File: src/rtl/layer_engine_output_stage_if.sv
// Stream/control bundle between the output stage and its neighbours.
// Valid/ready: a transfer happens on a rising edge where valid & ready are both high; the source holds its payload stable while valid is high and ready is low.
interface layer_engine_output_stage_if #(
    parameter int C_DATA_WIDTH   = 128,
    parameter int C_OPCODE_WIDTH = 64
);
    logic [C_OPCODE_WIDTH-1:0] opcode;
    logic                      opcode_valid;
    logic                      opcode_accept;
    logic [C_DATA_WIDTH-1:0]   datain;
    logic                      datain_valid;
    logic                      datain_ready;
    logic [C_DATA_WIDTH-1:0]   dataout;
    logic                      dataout_valid;
    logic                      dataout_ready;
    logic                      dataout_last;
    logic                      job_done;

    modport master (
        output opcode,
        output opcode_valid,
        input  opcode_accept,
        output datain,
        output datain_valid,
        input  datain_ready,
        input  dataout,
        input  dataout_valid,
        output dataout_ready,
        input  dataout_last,
        input  job_done
    );

    modport slave (
        input  opcode,
        input  opcode_valid,
        output opcode_accept,
        input  datain,
        input  datain_valid,
        output datain_ready,
        output dataout,
        output dataout_valid,
        input  dataout_ready,
        output dataout_last,
        output job_done
    );
endinterface

File: src/rtl/layer_engine_output_stage.sv
// Post-processes layer_engine_adder beats (per-lane arithmetic shift, optional ReLU)
// and forwards them in bursts, pulsing job_done once the final beat has left.
module layer_engine_output_stage #(
    parameter int C_DATA_WIDTH   = 128,
    parameter int C_LANE_WIDTH   = 16,
    parameter int C_OPCODE_WIDTH = 64,
    parameter int C_BURST_LEN    = 16
) (
    input  logic                         clk,
    input  logic                         rst,
    layer_engine_output_stage_if.slave   bus,
    output logic [1:0]                   state_dbg
);

    localparam int LANES = C_DATA_WIDTH / C_LANE_WIDTH;
    localparam int BW    = (C_BURST_LEN > 1) ? $clog2(C_BURST_LEN) : 1;
    localparam logic [BW-1:0] BURST_MAX = BW'(C_BURST_LEN - 1);

    typedef enum logic [1:0] {
        IDLE = 2'd0,
        RUN  = 2'd1,
        DONE = 2'd2
    } state_t;

    state_t state;
    state_t state_nxt;

    logic [31:0]             in_cnt;
    logic [31:0]             out_cnt;
    logic [3:0]              shift_q;
    logic                    relu_q;
    logic [BW-1:0]           burst_cnt;
    logic [C_DATA_WIDTH-1:0] dout_q;
    logic                    valid_q;

    logic                    opcode_take;
    logic                    in_ready;
    logic                    in_hs;
    logic                    out_hs;
    logic                    last_beat;
    logic [C_DATA_WIDTH-1:0] proc_beat;

    logic signed [C_LANE_WIDTH-1:0] lane_s;
    logic signed [C_LANE_WIDTH-1:0] shr_s;

    logic unused_opcode_bits;
    assign unused_opcode_bits = ^bus.opcode[C_OPCODE_WIDTH-1:37];

    // ------------------------------------------------------------------
    // Handshake qualifiers
    // ------------------------------------------------------------------
    always_comb begin
        opcode_take = (state == IDLE) & bus.opcode_valid;
        // Input is only taken while beats remain and the output slot is free or draining.
        in_ready    = (state == RUN) & (in_cnt != 32'd0) & (!valid_q | bus.dataout_ready);
        in_hs       = bus.datain_valid & in_ready;
        out_hs      = valid_q & bus.dataout_ready;
        last_beat   = valid_q & ((burst_cnt == BURST_MAX) | (out_cnt == 32'd1));
    end

    // ------------------------------------------------------------------
    // FSM
    // ------------------------------------------------------------------
    always_ff @(posedge clk or negedge rst) begin
        if (!rst) begin
            state <= IDLE;
        end else begin
            state <= state_nxt;
        end
    end

    always_comb begin
        state_nxt = state;
        case (state)
            IDLE: begin
                if (opcode_take) begin
                    state_nxt = (bus.opcode[31:0] == 32'd0) ? DONE : RUN;
                end
            end
            RUN: begin
                if (out_hs && (out_cnt == 32'd1)) begin
                    state_nxt = DONE;
                end
            end
            DONE: begin
                state_nxt = IDLE;
            end
            default: begin
                state_nxt = IDLE;
            end
        endcase
    end

    // ------------------------------------------------------------------
    // Job parameters and beat counters
    // ------------------------------------------------------------------
    always_ff @(posedge clk or negedge rst) begin
        if (!rst) begin
            in_cnt    <= 32'd0;
            out_cnt   <= 32'd0;
            shift_q   <= 4'd0;
            relu_q    <= 1'b0;
            burst_cnt <= '0;
        end else if (opcode_take) begin
            in_cnt    <= bus.opcode[31:0];
            out_cnt   <= bus.opcode[31:0];
            shift_q   <= bus.opcode[35:32];
            relu_q    <= bus.opcode[36];
            burst_cnt <= '0;
        end else begin
            if (in_hs) begin
                in_cnt <= in_cnt - 32'd1;
            end
            if (out_hs) begin
                out_cnt <= out_cnt - 32'd1;
                // A short final burst also restarts the burst count.
                burst_cnt <= last_beat ? '0 : burst_cnt + 1'b1;
            end
        end
    end

    // ------------------------------------------------------------------
    // Lane arithmetic
    // ------------------------------------------------------------------
    always_comb begin
        proc_beat = '0;
        lane_s    = '0;
        shr_s     = '0;
        for (int i = 0; i < LANES; i++) begin
            lane_s = bus.datain[i*C_LANE_WIDTH +: C_LANE_WIDTH];
            shr_s  = lane_s >>> shift_q;
            if (relu_q && shr_s[C_LANE_WIDTH-1]) begin
                proc_beat[i*C_LANE_WIDTH +: C_LANE_WIDTH] = '0;
            end else begin
                proc_beat[i*C_LANE_WIDTH +: C_LANE_WIDTH] = shr_s;
            end
        end
    end

    // ------------------------------------------------------------------
    // Output register: loads on input, empties only when drained with no refill
    // ------------------------------------------------------------------
    always_ff @(posedge clk or negedge rst) begin
        if (!rst) begin
            dout_q  <= '0;
            valid_q <= 1'b0;
        end else if (in_hs) begin
            dout_q  <= proc_beat;
            valid_q <= 1'b1;
        end else if (out_hs) begin
            valid_q <= 1'b0;
        end
    end

    // ------------------------------------------------------------------
    // Outputs
    // ------------------------------------------------------------------
    assign bus.opcode_accept = opcode_take;
    assign bus.datain_ready  = in_ready;
    assign bus.dataout       = dout_q;
    assign bus.dataout_valid = valid_q;
    assign bus.dataout_last  = last_beat;
    assign bus.job_done      = (state == DONE);
    assign state_dbg         = state;

endmodule

File: src/flat_wrapper.sv
// flat-port wrapper written by rule: the top's interface ports become plain ports
module layer_engine_output_stage_flat 
#(
    parameter int C_DATA_WIDTH   = 128,
    parameter int C_LANE_WIDTH   = 16,
    parameter int C_OPCODE_WIDTH = 64,
    parameter int C_BURST_LEN    = 16
)
  (clk, rst, state_dbg, bus_opcode, bus_opcode_valid, bus_opcode_accept, bus_datain, bus_datain_valid, bus_datain_ready, bus_dataout, bus_dataout_valid, bus_dataout_ready, bus_dataout_last, bus_job_done);
  layer_engine_output_stage_if #(.C_DATA_WIDTH(C_DATA_WIDTH), .C_OPCODE_WIDTH(C_OPCODE_WIDTH)) bus_i ();
  input  logic clk;
  input  logic rst;
  output logic [1:0] state_dbg;
  input wire logic [$bits(bus_i.opcode)-1:0] bus_opcode;
  input wire logic [$bits(bus_i.opcode_valid)-1:0] bus_opcode_valid;
  output wire logic [$bits(bus_i.opcode_accept)-1:0] bus_opcode_accept;
  input wire logic [$bits(bus_i.datain)-1:0] bus_datain;
  input wire logic [$bits(bus_i.datain_valid)-1:0] bus_datain_valid;
  output wire logic [$bits(bus_i.datain_ready)-1:0] bus_datain_ready;
  output wire logic [$bits(bus_i.dataout)-1:0] bus_dataout;
  output wire logic [$bits(bus_i.dataout_valid)-1:0] bus_dataout_valid;
  input wire logic [$bits(bus_i.dataout_ready)-1:0] bus_dataout_ready;
  output wire logic [$bits(bus_i.dataout_last)-1:0] bus_dataout_last;
  output wire logic [$bits(bus_i.job_done)-1:0] bus_job_done;
  assign bus_i.opcode = bus_opcode;
  assign bus_i.opcode_valid = bus_opcode_valid;
  assign bus_opcode_accept = bus_i.opcode_accept;
  assign bus_i.datain = bus_datain;
  assign bus_i.datain_valid = bus_datain_valid;
  assign bus_datain_ready = bus_i.datain_ready;
  assign bus_dataout = bus_i.dataout;
  assign bus_dataout_valid = bus_i.dataout_valid;
  assign bus_i.dataout_ready = bus_dataout_ready;
  assign bus_dataout_last = bus_i.dataout_last;
  assign bus_job_done = bus_i.job_done;
  layer_engine_output_stage #(.C_DATA_WIDTH(C_DATA_WIDTH), .C_LANE_WIDTH(C_LANE_WIDTH), .C_OPCODE_WIDTH(C_OPCODE_WIDTH), .C_BURST_LEN(C_BURST_LEN)) u_core (.clk(clk), .rst(rst), .bus(bus_i), .state_dbg(state_dbg));
endmodule
File: config.mk
export PLATFORM = sky130hd
export DESIGN_NAME = layer_engine_output_stage_flat
export DESIGN_NICKNAME = d
export VERILOG_FILES = /design/src/rtl/layer_engine_output_stage_if.sv /design/src/rtl/layer_engine_output_stage.sv /design/src/flat_wrapper.sv
export SDC_FILE = /design/constraint.sdc
export NUM_CORES = 1
export LEC_CHECK = 0
export CAP_MARGIN = 20
export CORE_UTILIZATION = 55
export DETAILED_ROUTE_END_ITERATION = 10
export PLACE_DENSITY = 0.93
export SETUP_SLACK_MARGIN = 0.15
export SLEW_MARGIN = 5
export SYNTH_ARGS = -nofsm -noshare
export SYNTH_HDL_FRONTEND = slang
export SYNTH_SLANG_ARGS = --single-unit
File: constraint.sdc
create_clock -name clk -period 6.47 [get_ports clk]
set_clock_uncertainty 0.2 [all_clocks]
set_input_delay 0.9705 -clock clk [delete_from_list [all_inputs] [get_ports clk]]
set_output_delay 0.9705 -clock clk [all_outputs]
set_load 0.05 [all_outputs]
Word level (Yosys, flattened, before mapping)
Index checks and enable logic that the tools add are counted.
Word-level totals
  register bits: 204
  input port bits: 197
  output and inout port bits: 135
Cells by class
  add/sub/neg operators: 3
  eq/ne operators: 6
  shifts and indexed selects: 8
  muxes and demuxes: 21
  bitwise gates (word level): 8
  reductions and logical operators: 17
Operators by type and width (number)
  $mux W16: 8
  $mux W32: 4
  $sshr A16 B4 Y16: 8
  $sub A32 B1 Y32 const B: 2
  $eq A32 B1 Y1 const B: 1
  $logic_not A32 Y1: 1
  $reduce_bool A32 Y1: 1
  $mux W4: 3
  $logic_and A1 B1 Y1: 9
  $and A1 B1 Y1: 6
  $mux W2: 3
  $reduce_bool A2 Y1: 3
  $add A4 B1 Y4 const B: 1
  $eq A4 B4 Y1 const B: 1
  $ne A2 B2 Y1 const B: 2
  $pmux W2 S2: 1
  $eq A2 B1 Y1 const B: 1
  $eq A2 B2 Y1 const B: 1
  $logic_not A2 Y1: 1
  $mux W1: 2
  $or A1 B1 Y1: 2
  $reduce_and A2 Y1: 1
  $logic_not A1 Y1: 1

Depth between registers and ports, before layout
  depth after elaboration: 6
  depth in mapped cells: 10

Least setup slack after synthesis
OpenSTA, ideal clock, no wires.
  path kind: reg2out
  from: register u_core.out_cnt[20]
  to: output port bus_dataout_last
  arrival time: 3.163 ns
  required time: 5.299 ns
  setup slack: 2.136 ns
  stages on the path, launching flop included: 7
  path buffers: 2
  cell sequence: dfrtp_1 -> or4_4 -> or3_1 -> buf_6 -> or4_4 -> buf_6 -> a21boi_0
Between the ends
  longest elaborated chain between the ends: 3
RTL lines
  start: declaration: line layer_engine_output_stage.sv:29  | logic [31:0] out_cnt;
  start signal: assignment: line layer_engine_output_stage.sv:106  | out_cnt <= bus.opcode[31:0];
  start signal: assignment: line layer_engine_output_stage.sv:115  | out_cnt <= out_cnt - 32'd1;
  $eq A32 B1 Y1: line layer_engine_output_stage.sv:58  | last_beat = valid_q & ((burst_cnt == BURST_MAX) | (out_cnt == 32'd1));
  $or A1 B1 Y1: line layer_engine_output_stage.sv:58
  $and A1 B1 Y1: line layer_engine_output_stage.sv:58
  end: declaration: line flat_wrapper.sv:23  | output wire logic [$bits(bus_i.dataout_last)-1:0] bus_dataout_last;
No other way between the ends.

Final worst setup path
  from: register u_core.in_cnt[8]
  to: output port bus_datain_ready
Between the ends
  longest elaborated chain between the ends: 3
RTL lines
  start: declaration: line layer_engine_output_stage.sv:28  | logic [31:0] in_cnt;
  start signal: assignment: line layer_engine_output_stage.sv:105  | in_cnt <= bus.opcode[31:0];
  start signal: assignment: line layer_engine_output_stage.sv:112  | in_cnt <= in_cnt - 32'd1;
  $reduce_bool A32 Y1: line layer_engine_output_stage.sv:55  | in_ready = (state == RUN) & (in_cnt != 32'd0) & (!valid_q | bus.dataout_ready);
  $and A1 B1 Y1 (2 in series): line layer_engine_output_stage.sv:55
  end: declaration: line flat_wrapper.sv:19  | output wire logic [$bits(bus_i.datain_ready)-1:0] bus_datain_ready;
No other way between the ends.

==> out/qor.csv <==
stage,metric,value,unit
yosys,yosysWarnings,0,
route,drt_wl_total,49000,um
yosys,yosys.area_share.simple,0.167,
grt,track_usage,0.374,
run_status,status,"complete, no violations",
setup_path,path_common_cell,nor4_1,
power_and_ir_drop,power.total,8.82,mW
yosys,synth.distinct_cells,58,
clocking,cts_hold_buf,0,
grt,grt_pass1_wl,75100,um
route,drt-initial-drc-count,2361,
setup_path,worstSetupEndpointType,output port,
grt,antenna_found_initial,5,
grt,grt_pass1_vias,12800,
yosys,yosysTopAreaCellShare,0.366,
timing,maxSlewViolCount,0,
clocking,cts_tree,built,
grt,grt_max_degree,106,
clocking,clk_pin_slew,60,ps
timing,post-route-min-period,4980,ps
place,dp_hpwl,35900,um
yosys,synth-xor-area-share,0.0207,
yosys,ys_ff_latch,204,
timing,worst_slew_pin_slew,1150,ps
power_and_ir_drop,seqPwrFrac,0.268,
place,dp_slack,2240,ps
power_and_ir_drop,p_sw,4.25,mW
setup_path,cp-start-kind,flip-flop,
setup_path,slowest_stage,nor4_1,
timing,max_freq,201,MHz
yosys,syn_area,13900,sq um
place,port_buffers,304,
grt,overflow,0,
clocking,clockBufferDepth,3,
timing,period_share,0.770,
power_and_ir_drop,leakage,7.13,nW
yosys,async_flop_share,1.00,
place,gp_congestion,0.989,
clocking,h-tree-depth,1,
yosys,muxShareOfSynthArea,0.240,
floorplanning,fp-row-count,57,
floorplanning,core_area,24600,sq um
yosys,synthTopCellsByArea,"dfrtp_1 (37%), mux4_2 (19%), nand2_1 (8.7%)",
yosys,synth_top_family_by_area,multiplexers,
yosys,syn-num-nets,1655,
clocking,cts_setup_buffers,0,
finish,area_growth,28.2,%
power_and_ir_drop,power.density,494,nW/um^2
finish,nets,1881,
setup_path,r2r_setup_slack,2310,ps
yosys,synth_fa_ha_area_frac,0.00359,
floorplanning,die_area,26000,sq um
power_and_ir_drop,combPwrFrac,0.579,
finish,drive_above_1_share,0.127,
min_path,whs_endpoint,u_core.bus.dataout[105],
route,vias,13700,
setup_path,critical-path-max-stage-delay,760,ps
yosys,avgSynthCellArea,9.59,sq um
route,wl_per_cell,24.2,um
yosys,yosysSeqAreaShare,0.366,
yosys,syn-instance-count,1454,
power_and_ir_drop,netSwitchingFraction,0.482,
setup_path,path_max_fanout,12,
route,route.detailed.drc,0,
floorplanning,die_w,161,um
timing,setup_viol_count_final,0,
clocking,post_cts_resized,0,
setup_path,arrival,3810,ps
min_path,hp-class,reg -> reg,
min_path,hold_path_depth,2,
power_and_ir_drop,clock_power_share,0.154,
timing,maxSlewHeadroom,0.232,
clocking,cts_root_buffer,clkbuf_16,
run,max-cap-violations,0,
clocking,insertion_delay,520,ps
route,via_per_inst,6.77,
yosys,synth_edf_count,0,
setup_path,crit_path_cell_trace,nor4_1 -> nand4_1 -> nor4_1 -> nor4b_1 -> clkdlybuf4s50_1,
setup_path,r2r_end,u_core.in_cnt[11],
clocking,clock_sinks,204,
setup_path,reg2reg_from,u_core.in_cnt[8],
power_and_ir_drop,irDropWorstVdd,0.000355,V
timing,tns,0,ps
floorplanning,initial_utilization,0.566,
route,ant_nets,0,
setup_path,critical_path_class,reg -> out,
floorplanning,io_pins,332,
timing,rsz0062_at_grt,no,
route,drtPass1Iterations,7,
timing,fin_ws,1490,ps
clocking,cts_buffers,22,
timing,finalHoldViolCount,0,
setup_path,ff2ff_path_depth,5,
setup_path,worstPathRequired,5300,ps
power_and_ir_drop,power.internal,4.57,mW
min_path,hp-start,u_core.bus.dataout[105],
floorplanning,die_height,161,um
yosys,synth_top_area_cell,dfrtp_1,
yosys,synth_top_flop_cell,dfrtp_1,
yosys,synth_compound_area_frac,0.164,
## power by group through the flow
stage               clock, mW  combinational [mW]  sequential (mW)
finish                   1.35                5.10             2.36
global route             1.42                5.36             2.43
CTS                      1.36                4.97             2.38
detailed placement          0                4.92             2.39
global placement            0                4.79             2.35
floorplan                   0                2.24             3.43
## through the flow
step | std cells | hold slack [ps] | cell area (sq um) | utilization
3_5_place_dp | 1978 | 264 | 17000 | 0.692
4_1_cts | 2018 | 281 | 17800 | 0.724
2_1_floorplan | 1454 | 265 | 13900 | -
3_3_place_gp | 1978 | 259 | 17000 | 0.692
6_report | 2027 | 276 | 17900 | 0.726
5_1_grt | 2027 | 290 | 17900 | 0.726
## worst max-delay path, delay by kind of cell, from the launching register on
family	cells	cell delay (ps)
buffers and inverters	1	720
DFF	1	430
and+or+nand+nor	4	2150
## how the worst max path moves through the flow
stage / start / end / slack (ps) / depth (start not counted)
floorplan: u_core.out_cnt[20] / bus_dataout_last / 2140 / 6
global placement: u_core.out_cnt[20] / bus_dataout_last / 2270 / 5
detailed placement: u_core.out_cnt[20] / bus_dataout_last / 2240 / 5
CTS: u_core.out_cnt[20] / bus_dataout_last / 1690 / 5
global route: u_core.out_cnt[7] / bus_dataout_last / 1550 / 5
finish: u_core.in_cnt[8] / bus_datain_ready / 1490 / 5
## registers in the layout (all words and copies together) (netlist names)
name	cells
u_core.burst_cnt	4
u_core.bus.dataout	128
u_core.bus.dataout_valid	1
u_core.in_cnt	32
u_core.out_cnt	32
u_core.relu_q	1
u_core.shift_q	4
u_core.state_dbg	2
## cell type report
class,instances,area [sq um]
multi-input cells,1120,8300
fillers,1710,6730
flip-flops and latches,204,5120
repair buffers,324,3220
clock buffers,31,646
well taps,324,405
clock inverters,9,131
inverters,8,30.0
diodes,7,17.5
## cell usage in the layout, fill, tap and decap left out, types with 4 or more instances in the layout
cell type	count
nor3_1	23
inv_1	6
nand2b_1	12
diode_2	7
or2_2	6
clkbuf_1	4
a211o_1	4
xnor2_1	26
nor4_1	32
a21o_1	17
nand2_1	323
dfrtp_1	200
clkbuf_8	5
a21oi_1	67
buf_4	18
clkdlybuf4s50_1	303
o2111ai_1	7
a22o_1	24
mux2_2	21
mux4_2	120
ha_1	4
or4_1	9
nand3_1	15
o31ai_1	28
a221o_1	6
o21ai_0	196
mux2i_1	41
and3_1	5
xor2_1	7
nor2_1	54
clkbuf_16	23
or3_1	17
nand4_1	7
o311ai_0	6
nand4b_1	5
o211ai_1	7
## cell usage after synthesis, types with 7 or more instances
library cell  count
a21o_1           17
a21oi_1          67
a22o_1           24
buf_1            13
buf_2            31
clkbuf_1         76
dfrtp_1         204
mux2_2           21
mux2i_1          41
mux4_2          120
nand2_1         323
nand2b_1         12
nand3_1          15
nand4_1           7
nor2_1           54
nor3_1           23
nor4_1           32
o2111ai_1         7
o211ai_1          7
o21ai_0         196
o31ai_1          28
or3_1            17
or4_1             9
xnor2_1          26
xor2_1            7
## layer usage
| layer | GRT usage | part of all wire | vias up |
|---|---|---|---|
| li1 | - | - | 5893 |
| met1 | 0.543 | 0.38 | 6571 |
| met2 | 0.537 | 0.43 | 1097 |
| met3 | 0.108 | 0.14 | 165 |
| met4 | 0.133 | 0.043 | 0 |
| met5 | 0 | 0 | - |
## logic make-up after synthesis
group                    Yosys count
multiplexers                     182
XOR/XNOR                          33
adder cells (fa/ha/maj)            4
buffers and inverters            130
AND/OR/NAND/NOR                  521
flip-flops                       204
AO/OA/AOI/OAI                    380
Note: power is estimated with default switching activity, not from simulation.
